--- config.mk ---
export PLATFORM = sky130hd
export DESIGN_NAME = display_arbiter
export DESIGN_NICKNAME = d
export VERILOG_FILES = /design/src/rtl/display_arbiter.sv
export SDC_FILE = /design/constraint.sdc
export NUM_CORES = 1
export LEC_CHECK = 0
export CORE_UTILIZATION = 34
export CTS_CLUSTER_DIAMETER = 30
export DETAILED_ROUTE_END_ITERATION = 7
export HOLD_SLACK_MARGIN = 0.15
export MAX_ROUTING_LAYER = met4
export PLACE_DENSITY_LB_ADDON = 0.1
export SLEW_MARGIN = 5
export SYNTH_ARGS = -nofsm -noshare
export SYNTH_HDL_FRONTEND = slang
export SYNTH_SLANG_ARGS = --single-unit
--- constraint.sdc ---
create_clock -name clk_in -period 0.8 [get_ports clk_in]
set_input_delay 0.16 -clock clk_in [delete_from_list [all_inputs] [get_ports clk_in]]
set_output_delay 0.16 -clock clk_in [all_outputs]
set_load 0.005 [all_outputs]
--- src/rtl/display_arbiter.sv ---
`timescale 1ns/1ps
`default_nettype none
// ============================================================================
// Module : display_arbiter
// Brief  : Single-port framebuffer RAM arbiter, priority HDMI > clear > CPU.
//          Macro CLEAR_ENGINE_EN enables the full-screen clear engine.
// Rev    : 1.0  initial release
// ============================================================================
module display_arbiter #(
  parameter int ADDR_WIDTH  = 8,
  parameter int DATA_WIDTH  = 8,
  parameter int MEM_LATENCY = 1
) (
  input  logic                  clk_in,
  input  logic                  rst_in,
  input  logic                  hdmi_req_in,
  input  logic [ADDR_WIDTH-1:0] hdmi_addr_in,
  output logic [DATA_WIDTH-1:0] hdmi_data_out,
  input  logic                  cpu_valid_in,
  output logic                  cpu_ready_out,
  input  logic                  cpu_we_in,
  input  logic [ADDR_WIDTH-1:0] cpu_addr_in,
  input  logic [DATA_WIDTH-1:0] cpu_wdata_in,
  output logic                  cpu_rvalid_out,
  output logic [DATA_WIDTH-1:0] cpu_rdata_out,
  input  logic                  clear_start_in,
  output logic                  clear_busy_out,
  output logic                  clear_done_out,
  output logic [ADDR_WIDTH-1:0] mem_addr_out,
  output logic                  mem_we_out,
  output logic [DATA_WIDTH-1:0] mem_din_out,
  input  logic [DATA_WIDTH-1:0] mem_dout_in
);

  localparam int TAG_DEPTH = 1 + MEM_LATENCY;

  typedef enum logic [1:0] {
    TAG_NONE = 2'd0,
    TAG_HDMI = 2'd1,
    TAG_CPU  = 2'd2
  } tag_t;

  tag_t                  r_tag [TAG_DEPTH];
  logic                  w_idle;
  logic                  w_cpu_hs;
  logic                  w_clr_wr;
  logic [ADDR_WIDTH-1:0] w_clr_addr;
  logic                  w_gnt_we;
  logic [ADDR_WIDTH-1:0] w_gnt_addr;
  logic [DATA_WIDTH-1:0] w_gnt_din;
  tag_t                  w_gnt_tag;

`ifdef CLEAR_ENGINE_EN
  typedef enum logic [0:0] {
    S_IDLE  = 1'b0,
    S_CLEAR = 1'b1
  } state_t;

  state_t                r_state;
  state_t                w_state_nxt;
  logic [ADDR_WIDTH-1:0] r_clr_cnt;
  logic [ADDR_WIDTH-1:0] w_clr_cnt_nxt;
  logic                  r_clr_done;
  logic                  w_clr_done_nxt;

  always_ff @(posedge clk_in) begin
    if (!rst_in) begin
      r_state    <= S_IDLE;
      r_clr_cnt  <= '0;
      r_clr_done <= 1'b0;
    end else begin
      r_state    <= w_state_nxt;
      r_clr_cnt  <= w_clr_cnt_nxt;
      r_clr_done <= w_clr_done_nxt;
    end
  end

  // The clear only advances in cycles the video reader leaves the RAM free.
  always_comb begin
    w_state_nxt    = r_state;
    w_clr_cnt_nxt  = r_clr_cnt;
    w_clr_done_nxt = 1'b0;
    w_clr_wr       = 1'b0;
    case (r_state)
      S_IDLE: begin
        if (clear_start_in) begin
          w_state_nxt   = S_CLEAR;
          w_clr_cnt_nxt = '0;
        end
      end
      S_CLEAR: begin
        if (!hdmi_req_in) begin
          w_clr_wr      = 1'b1;
          w_clr_cnt_nxt = r_clr_cnt + ADDR_WIDTH'(1);
          if (r_clr_cnt == '1) begin
            w_state_nxt    = S_IDLE;
            w_clr_done_nxt = 1'b1;
          end
        end
      end
      default: w_state_nxt = S_IDLE;
    endcase
  end

  assign w_clr_addr     = r_clr_cnt;
  assign w_idle         = (r_state == S_IDLE);
  assign clear_busy_out = (r_state == S_CLEAR);
  assign clear_done_out = r_clr_done;
`else
  logic w_unused_clear;
  assign w_unused_clear = clear_start_in;
  assign w_clr_wr       = 1'b0;
  assign w_clr_addr     = '0;
  assign w_idle         = 1'b1;
  assign clear_busy_out = 1'b0;
  assign clear_done_out = 1'b0;
`endif

  assign cpu_ready_out = rst_in && !hdmi_req_in && w_idle;
  assign w_cpu_hs      = cpu_valid_in && cpu_ready_out;

  always_comb begin
    w_gnt_we   = 1'b0;
    w_gnt_addr = '0;
    w_gnt_din  = '0;
    w_gnt_tag  = TAG_NONE;
    if (hdmi_req_in) begin
      w_gnt_addr = hdmi_addr_in;
      w_gnt_tag  = TAG_HDMI;
    end else if (w_clr_wr) begin
      w_gnt_we   = 1'b1;
      w_gnt_addr = w_clr_addr;
    end else if (w_cpu_hs) begin
      w_gnt_we   = cpu_we_in;
      w_gnt_addr = cpu_addr_in;
      w_gnt_din  = cpu_we_in ? cpu_wdata_in : '0;
      w_gnt_tag  = cpu_we_in ? TAG_NONE : TAG_CPU;
    end
  end

  // Tags ride alongside the RAM latency so each return reaches its requester.
  always_ff @(posedge clk_in) begin
    if (!rst_in) begin
      mem_addr_out   <= '0;
      mem_we_out     <= 1'b0;
      mem_din_out    <= '0;
      hdmi_data_out  <= '0;
      cpu_rdata_out  <= '0;
      cpu_rvalid_out <= 1'b0;
      for (int i = 0; i < TAG_DEPTH; i++) r_tag[i] <= TAG_NONE;
    end else begin
      mem_addr_out   <= w_gnt_addr;
      mem_we_out     <= w_gnt_we;
      mem_din_out    <= w_gnt_din;
      r_tag[0]       <= w_gnt_tag;
      for (int i = 1; i < TAG_DEPTH; i++) r_tag[i] <= r_tag[i-1];
      cpu_rvalid_out <= (r_tag[TAG_DEPTH-1] == TAG_CPU);
      if (r_tag[TAG_DEPTH-1] == TAG_HDMI) hdmi_data_out <= mem_dout_in;
      if (r_tag[TAG_DEPTH-1] == TAG_CPU)  cpu_rdata_out <= mem_dout_in;
    end
  end

endmodule
`default_nettype wire

# Word level (Yosys, flattened, before mapping)

Memories as Yosys holds them, arrays and structs flattened.
Index checks and enable logic that the tools add are counted.

Flip-flop bits (word level): 34
Output and inout port bits: 37
Word-level logic and storage cells: 28
Input port bits: 38
RAM bits: 4
Memories: 1

Memories:

| name  | words | bits a word | rd ports | clocked after Yosys merged registers in | wr ports | RTL line | RTL |
|---|---|---|---|---|---|---|---|
| r_tag | 2     | 2           | 2        | 0                                       | 2        | 43       | `tag_t r_tag [TAG_DEPTH];` |

Mux-type cells: 9
Bitwise gates (word level): 5
Reduce and logical (&&, ||, !) cells: 5
Equal/unequal tests: 2

Operators with widths:

| cell               | count |
|---|---|
| $mux 8             | 2 |
| $mux 2             | 5 |
| $reduce_or 4->1    | 1 |
| $not 1->1          | 3 |
| $reduce_or 3->1    | 1 |
| $eq 2x1->1 const B | 1 |
| $eq 2x2->1 const B | 1 |
| $logic_and 1x1->1  | 2 |
| $mux 1             | 2 |
| $or 1x1->1         | 2 |
| $logic_not 1->1    | 1 |

# Depth between registers and ports, before layout

Gate-level depths: netlist of run 1.

Depth after elaboration: 6
Mapped depth: 4

# Worst setup path before layout of run 1

OpenSTA, ideal clock, no wires.

Path kind: reg-to-reg
From: mem r_tag[0][2] (netlist name)
To: reg hdmi_data_out[0]
Setup time: 0.072 ns
Required time: 0.728 ns
Period minus slack after synthesis: 0.866 ns
Buffers on the path: 1
Setup slack: -0.066 ns
Cell stages (with the launch flop): 4
Data arrival time: 0.795 ns
Cells stage by stage: dfxtp_1 > nor2b_1 > buf_2 > mux2i_1

RTL lines:

| element              | RTL line | RTL |
|---|---|---|
| from (decl)          | 43       |  |
| to (signal assigned) | 158      | `if (r_tag[TAG_DEPTH-1] == TAG_HDMI) hdmi_data_out <= mem_dout_in;` |
| to (decl)            | 18       | `output logic [DATA_WIDTH-1:0] hdmi_data_out,` |

==> results.ini, run 1 <==
[outcome]
status = finished, violations left
violations = setup timing

[synthesis]
synth_cells = 120
syn_area_sq_um = 1330
synth_compound_area_frac = 0.0526
ys_seq_area_frac = 0.571
synth_seq_cells = 38
synth_top_family_by_area = simple AND/OR/NAND/NOR gates
synth.distinct_cells = 20
yosys_warnings = 0
synthMuxAreaShare = 0.120
synthAdderAreaFrac = 0
syn_avg_cell_area_sq_um = 11.1
yosys.area_share.simple = 0.189
synth_xor_area_frac = 0

[finish]
final_nets = 240
n_fill_cell = 340
post-route-util = 0.581
mostFrequentLayoutCell = clkdlybuf4s50_1
seq_area_sq_um = 788
diodes = 0
synthToLayoutAreaGrowth_pct = 62.2
multi_input_area_sq_um = 517
mostFrequentLayoutCells = clkdlybuf4s50_1, nand2_1, buf_2
drive_gt1_frac = 0.441

[worst_setup_path]
crit_chain = nor2b_4 > buf_8 > mux2i_1
max_stage_delay_ps = 340
critical_path.endpoint_type = flop
crit_type = reg -> reg
required_ps = 1000
crit_slowest_cell = dfxtp_2
start_kind = flop
worst-path-buf-inv = 1
cp_top_family = flip-flops
cp.arrival_ps = 1100
path_max_fanout = 8

[place]
gp_congestion = 0.684
hpwl_um = 2120
io_buffers = 71

[clock_tree]
clkLatencyLatePin_ps = 280
cts_tree = built
ctsLongestPathBuffers = 2
clock-sinks = 38
root_buffer = clkbuf_8
clkTransAtPathRegs_ps = 70
cts_made_buffers = 5
htree_num_levels = 2

[power_and_ir_drop]
total_power_mw = 3.62
p_per_area_nw_per_um2 = 1680
leakagePower_nw = 1.02
ir_worst_vdd_mv = 0.863

[grt]
grt_max_degree = 28
grt_pass1_vias = 1093
grt_overflow = 0
grtUsageTotal = 0.161
antenna_found_initial = 0
grt_pass1_wl_um = 4810

[routing]
totalWireLength_um = 2980
ant_nets = 0
drcViolationCount = 0
vias_per_cell = 4.47
vias = 1118
wl_per_cell_um = 11.9
drt-pass1-iter-count = 4
drtIter0Drc = 30

[floorplanning]
dieArea_sq_um = 4170
num_rows = 22
die_y_um = 64.6
initial_core_util = 0.358
fp.dieW_um = 64.6
coreArea_sq_um = 3720
pin_count = 75

[worst_hold_path]
hold_path.class = in -> reg

[timing]
finalSetupTns_ps = -3150
slew_viol_final = 0
setup_viol = 50
finClkSkew_ps = 1.38
max_freq_ghz = 1.11
rsz0062_at_grt = true
finalWorstSetupSlack_ps = -103
fin_crit_sh = 1.13
hold_slack_ps = 351
min_period_ps = 903
hold_viol = 0

[run]
drv_cap = 0

synthesized netlist by cell type (all sizes together):
cell type / count / area share
nand2b: 1 / 0.0047
and4b: 1 / 0.0075
and2: 11 / 0.068
nand2: 26 / 0.073
a21oi: 2 / 0.0075
buf: 11 / 0.061
nor2: 1 / 0.0028
dfxtp: 38 / 0.57
nor2b: 2 / 0.015
nand3b: 2 / 0.011
inv: 1 / 0.0028
and3b: 1 / 0.0066
conb: 1 / 0.0028
mux2i: 16 / 0.12
a32o: 6 / 0.045
state kept, by name, summed over array words and instances (netlist names):
signal          cells
cpu_rdata_out       8
r_tag               4
mem_din_out         8
mem_addr_out        8
cpu_rvalid_out      1
mem_we_out          1
hdmi_data_out       8
cell families (layout without fill, tap and decap cells):
logic type,Yosys count,in the layout
AOI/OAI and AO/OA,8,8
DFF,38,38
other,1,2
muxes,16,16
and+or+nand+nor,45,46
buffers and inverters,12,92
per-stage QoR:
step / area (sq um) / worst slack, ps / instances
after floorplan: 1360 / -42.4 / 121
after global placement: 2100 / -646 / 239
after detailed placement: 2100 / -702 / 239
after CTS: 2110 / -94.9 / 250
after global routing: 2160 / -157 / 250
final: 2160 / -103 / 250
final cells by class:
class | count | area share
clock buffers | 7 | 0.0353
inverters | 1 | 0.00174
multi-input cells | 72 | 0.239
flip-flops and latches | 38 | 0.365
well taps | 48 | 0.0278
repair buffers | 84 | 0.331
worst paths after layout:
check / end / slack [ps] / cells after the start / startpoint
worst max-delay path: hdmi_data_out[1] / -100 / 3 / r_tag[0][2]
worst min register to register: r_tag[0][2] / 440 / 1 / r_tag[0][0]
worst min-delay path: r_tag[0][1] / 350 / 2 / cpu_we_in
worst max register to register: hdmi_data_out[1] / -100 / 3 / r_tag[0][2]
power breakdown:
part	internal, mW	switching, mW	leakage (nW)
Sequential	1.95	0.0211	0.320
Clock	0.599	0.600	0.0383
Combinational	0.297	0.151	0.661
Total	2.85	0.772	1.02
repair_timing:
action / in CTS / in global routing
resized for setup: 174 / 11
endpoints found under the setup margin: 73 / 50
pin swaps: 1 / 0
setup buffers: 3 / 0
cloned: 1 / 0
hold buffers: 0 / 0
per-layer routing:
layer / GRT usage / up-vias / wire (um)
met5: - / - / 0
met1: 0.164 / 508 / 1180
met4: 0.0833 / 0 / 63
met2: 0.263 / 52 / 1440
li1: - / 553 / -
met3: 0.0687 / 5 / 295
Note: power is estimated with default switching activity, not from simulation.
==> inputs of run 2 (changes only) <==
Settings changed: CORE_MARGIN set to 5.
==> run 2 against run 1 <==
  * The flow still finishes with violations (setup timing)
  * Flip-flop and latch count unchanged
  * Sequential power about the same
  * Worst hold slack worse by 72 ps
  * Non-clock buffer count is 5 higher
  * First-iteration DRC count rose by 87%
  * Cell count increased by 2.4%
  * Utilization grew 2.1 points
  * Register-to-register slack about the same
  * Global-route usage decreased by 2.6 points
  * Final area is 3.5% higher
  * Via count is 2.2% higher
  * Sequential share of layout area decreased by 0.97 points
==> results.ini, run 2 (synthesized netlist as in run 1, its figures left out) <==
[outcome]
status = finished, violations left
violations = setup timing

[place]
gp_congestion = 0.731  ; +7.0%
hpwl_um = 2450  ; +16%
io_buffers = 71  ; unchanged
post_dp_cell_area_sq_um = 2090  ; -0.36%

[routing]
wirelength_met1_um = 1240  ; +4.8%
ant_nets = 0  ; unchanged
drt-pass1-iter-count = 3  ; -1
wl_met3_um = 389  ; +32%
drcViolationCount = 0  ; unchanged
drtIter0Drc = 56  ; +87%
totalWireLength_um = 3350  ; +13%
vias_per_cell = 4.46  ; -0.16%
routed.top_layer = met4
met2_length_um = 1690  ; +18%
vias = 1143  ; +2.2%
wl_per_cell_um = 13.1  ; +9.9%

[finish]
drive_gt1_frac = 0.486  ; +0.0450
mostFrequentLayoutCell = clkdlybuf4s50_1
diodes = 0  ; unchanged
stdcell_area_sq_um = 2240  ; +3.5%
synthToLayoutAreaGrowth_pct = 68.0
final_nets = 245  ; +2.1%
mostFrequentLayoutCells = clkdlybuf4s50_1, dfxtp_2, nand2_1

[grt]
grt_overflow = 0  ; unchanged
grt_max_degree = 28  ; unchanged
grt_pass1_wl_um = 5320  ; +11%
antenna_found_initial = 0  ; unchanged
grtUsageTotal = 0.135  ; -0.0262
grt_pass1_vias = 1165  ; +6.6%

[power_and_ir_drop]
ir_worst_vdd_mv = 1.21  ; +41%
pwr-share-seq = 0.528  ; -0.017
swShare = 0.210  ; -0.00273
clockPowerShare = 0.347  ; +0.016
leakagePower_nw = 1.06  ; +3.6%
p_per_area_nw_per_um2 = 1680  ; about the same
p_int_mw = 2.96  ; +3.9%
switchingPower_mw = 0.789  ; +2.2%
combPwrFrac = 0.125  ; about the same

[floorplanning]
die_y_um = 72.6  ; +12%
coreArea_sq_um = 3720  ; unchanged
dieArea_sq_um = 5270  ; +26%
num_rows = 22  ; unchanged
pin_count = 75  ; unchanged
initial_core_util = 0.358  ; unchanged
fp.dieW_um = 72.6  ; +12%

[worst_setup_path]
required_ps = 1000  ; about the same
startpoint = r_tag[0][2]
start_kind = flop
path_max_fanout = 8  ; unchanged
critical_path.endpoint_type = flop
crit_type = reg -> reg
cp.arrival_ps = 1100  ; about the same
reg2reg_from = r_tag[0][2]

[run]
drv_cap = 0  ; unchanged

[timing]
hold_viol = 0  ; unchanged
setup_viol = 51  ; +2.0%
min_period_ps = 900  ; -3.04 ps
finalSetupTns_ps = -3180  ; -31.5 ps
slew_viol_final = 0  ; unchanged
fin_crit_sh = 1.12  ; -0.00380
finalWorstSetupSlack_ps = -99.5  ; +3.04 ps
rsz0062_at_grt = true
finClkSkew_ps = 5.39  ; +4.01 ps
max_freq_ghz = 1.11  ; +0.34%

[clock_tree]
htree_num_levels = 2  ; unchanged
cts_tree = built
clkLatencyLatePin_ps = 280  ; about the same
clkTransAtPathRegs_ps = 70  ; about the same
root_buffer = clkbuf_8
ctsLongestPathBuffers = 2  ; unchanged
hold_buffers = 0  ; unchanged
cts_made_buffers = 5  ; unchanged
clock-sinks = 38  ; unchanged

[worst_hold_path]
hold_path.class = in -> reg
hold_start = hdmi_req_in

## run 2: cell count changes in the layout (fill, tap and decap cells not counted), moves of 5 or more
cell,delta
buf_6,+6
dfxtp_2,+5
buf_4,+6
dfxtp_1,-5
buf_2,-6
## run 2: path summary, 6_finish.rpt
kind / end / slack [ps] / depth (start not counted)
min: mem_addr_out[0] / 280 / 4
min reg2reg: r_tag[0][2] / 430 / 1
max: hdmi_data_out[4] / -100 / 3
max reg2reg: hdmi_data_out[4] / -100 / 3
## run 2: power groups by stage
stage                     Clock, mW  Sequential (mW)  Combinational (mW)
final                          1.30             1.98               0.469
after detailed placement          0             2.01               0.469
after global routing           1.44             1.99               0.505
after CTS                      1.36             1.97               0.450
after global placement            0             2.01               0.462
after floorplan                   0             2.02               0.158
## run 2: routing by layer
metal | GRT usage | vias to the layer above
met3 | 0.0744 | 5
met1 | 0.139 | 518
li1 | - | 569
met2 | 0.222 | 51
met4 | 0.0369 | 0
met5 | - | -
## run 2: final cells by class
cell class,count,area [sq um]
Tap cell,48,60.1
Multi-Input combinational cell,72,510
Timing Repair Buffer,89,776
Fill cell,320,1480
Clock buffer,7,86.3
Inverter,1,3.75
Sequential cell,38,795
Clock inverter,1,5.00
## run 2: what timing repair did
| item | 4_1_cts | 5_1_grt |
|---|---|---|
| resized for setup | 176 | 23 |
| pin swaps | 2 | 0 |
| cloned | 1 | 0 |
| setup buffers | 7 | 2 |
| hold endpoints to repair | 0 | 0 |
| setup endpoints to repair | 73 | 60 |
## run 2: through the flow
step	hold slack, ps	worst slack (ps)	util	total power, mW	cells
floorplan	286	-42.4	-	2.18	121
global placement	415	-655	0.563	2.47	238
finish	279	-99.5	0.602	3.75	256
detailed placement	427	-690	0.563	2.48	238
global route	293	-147	0.602	3.94	256
CTS	321	-103	0.573	3.78	254
## run 2: critical path, cell delays in order, from the launching register on
cell     delay, ps
dfxtp_2        320
nor2b_4        140
buf_8          150
mux2i_1        200
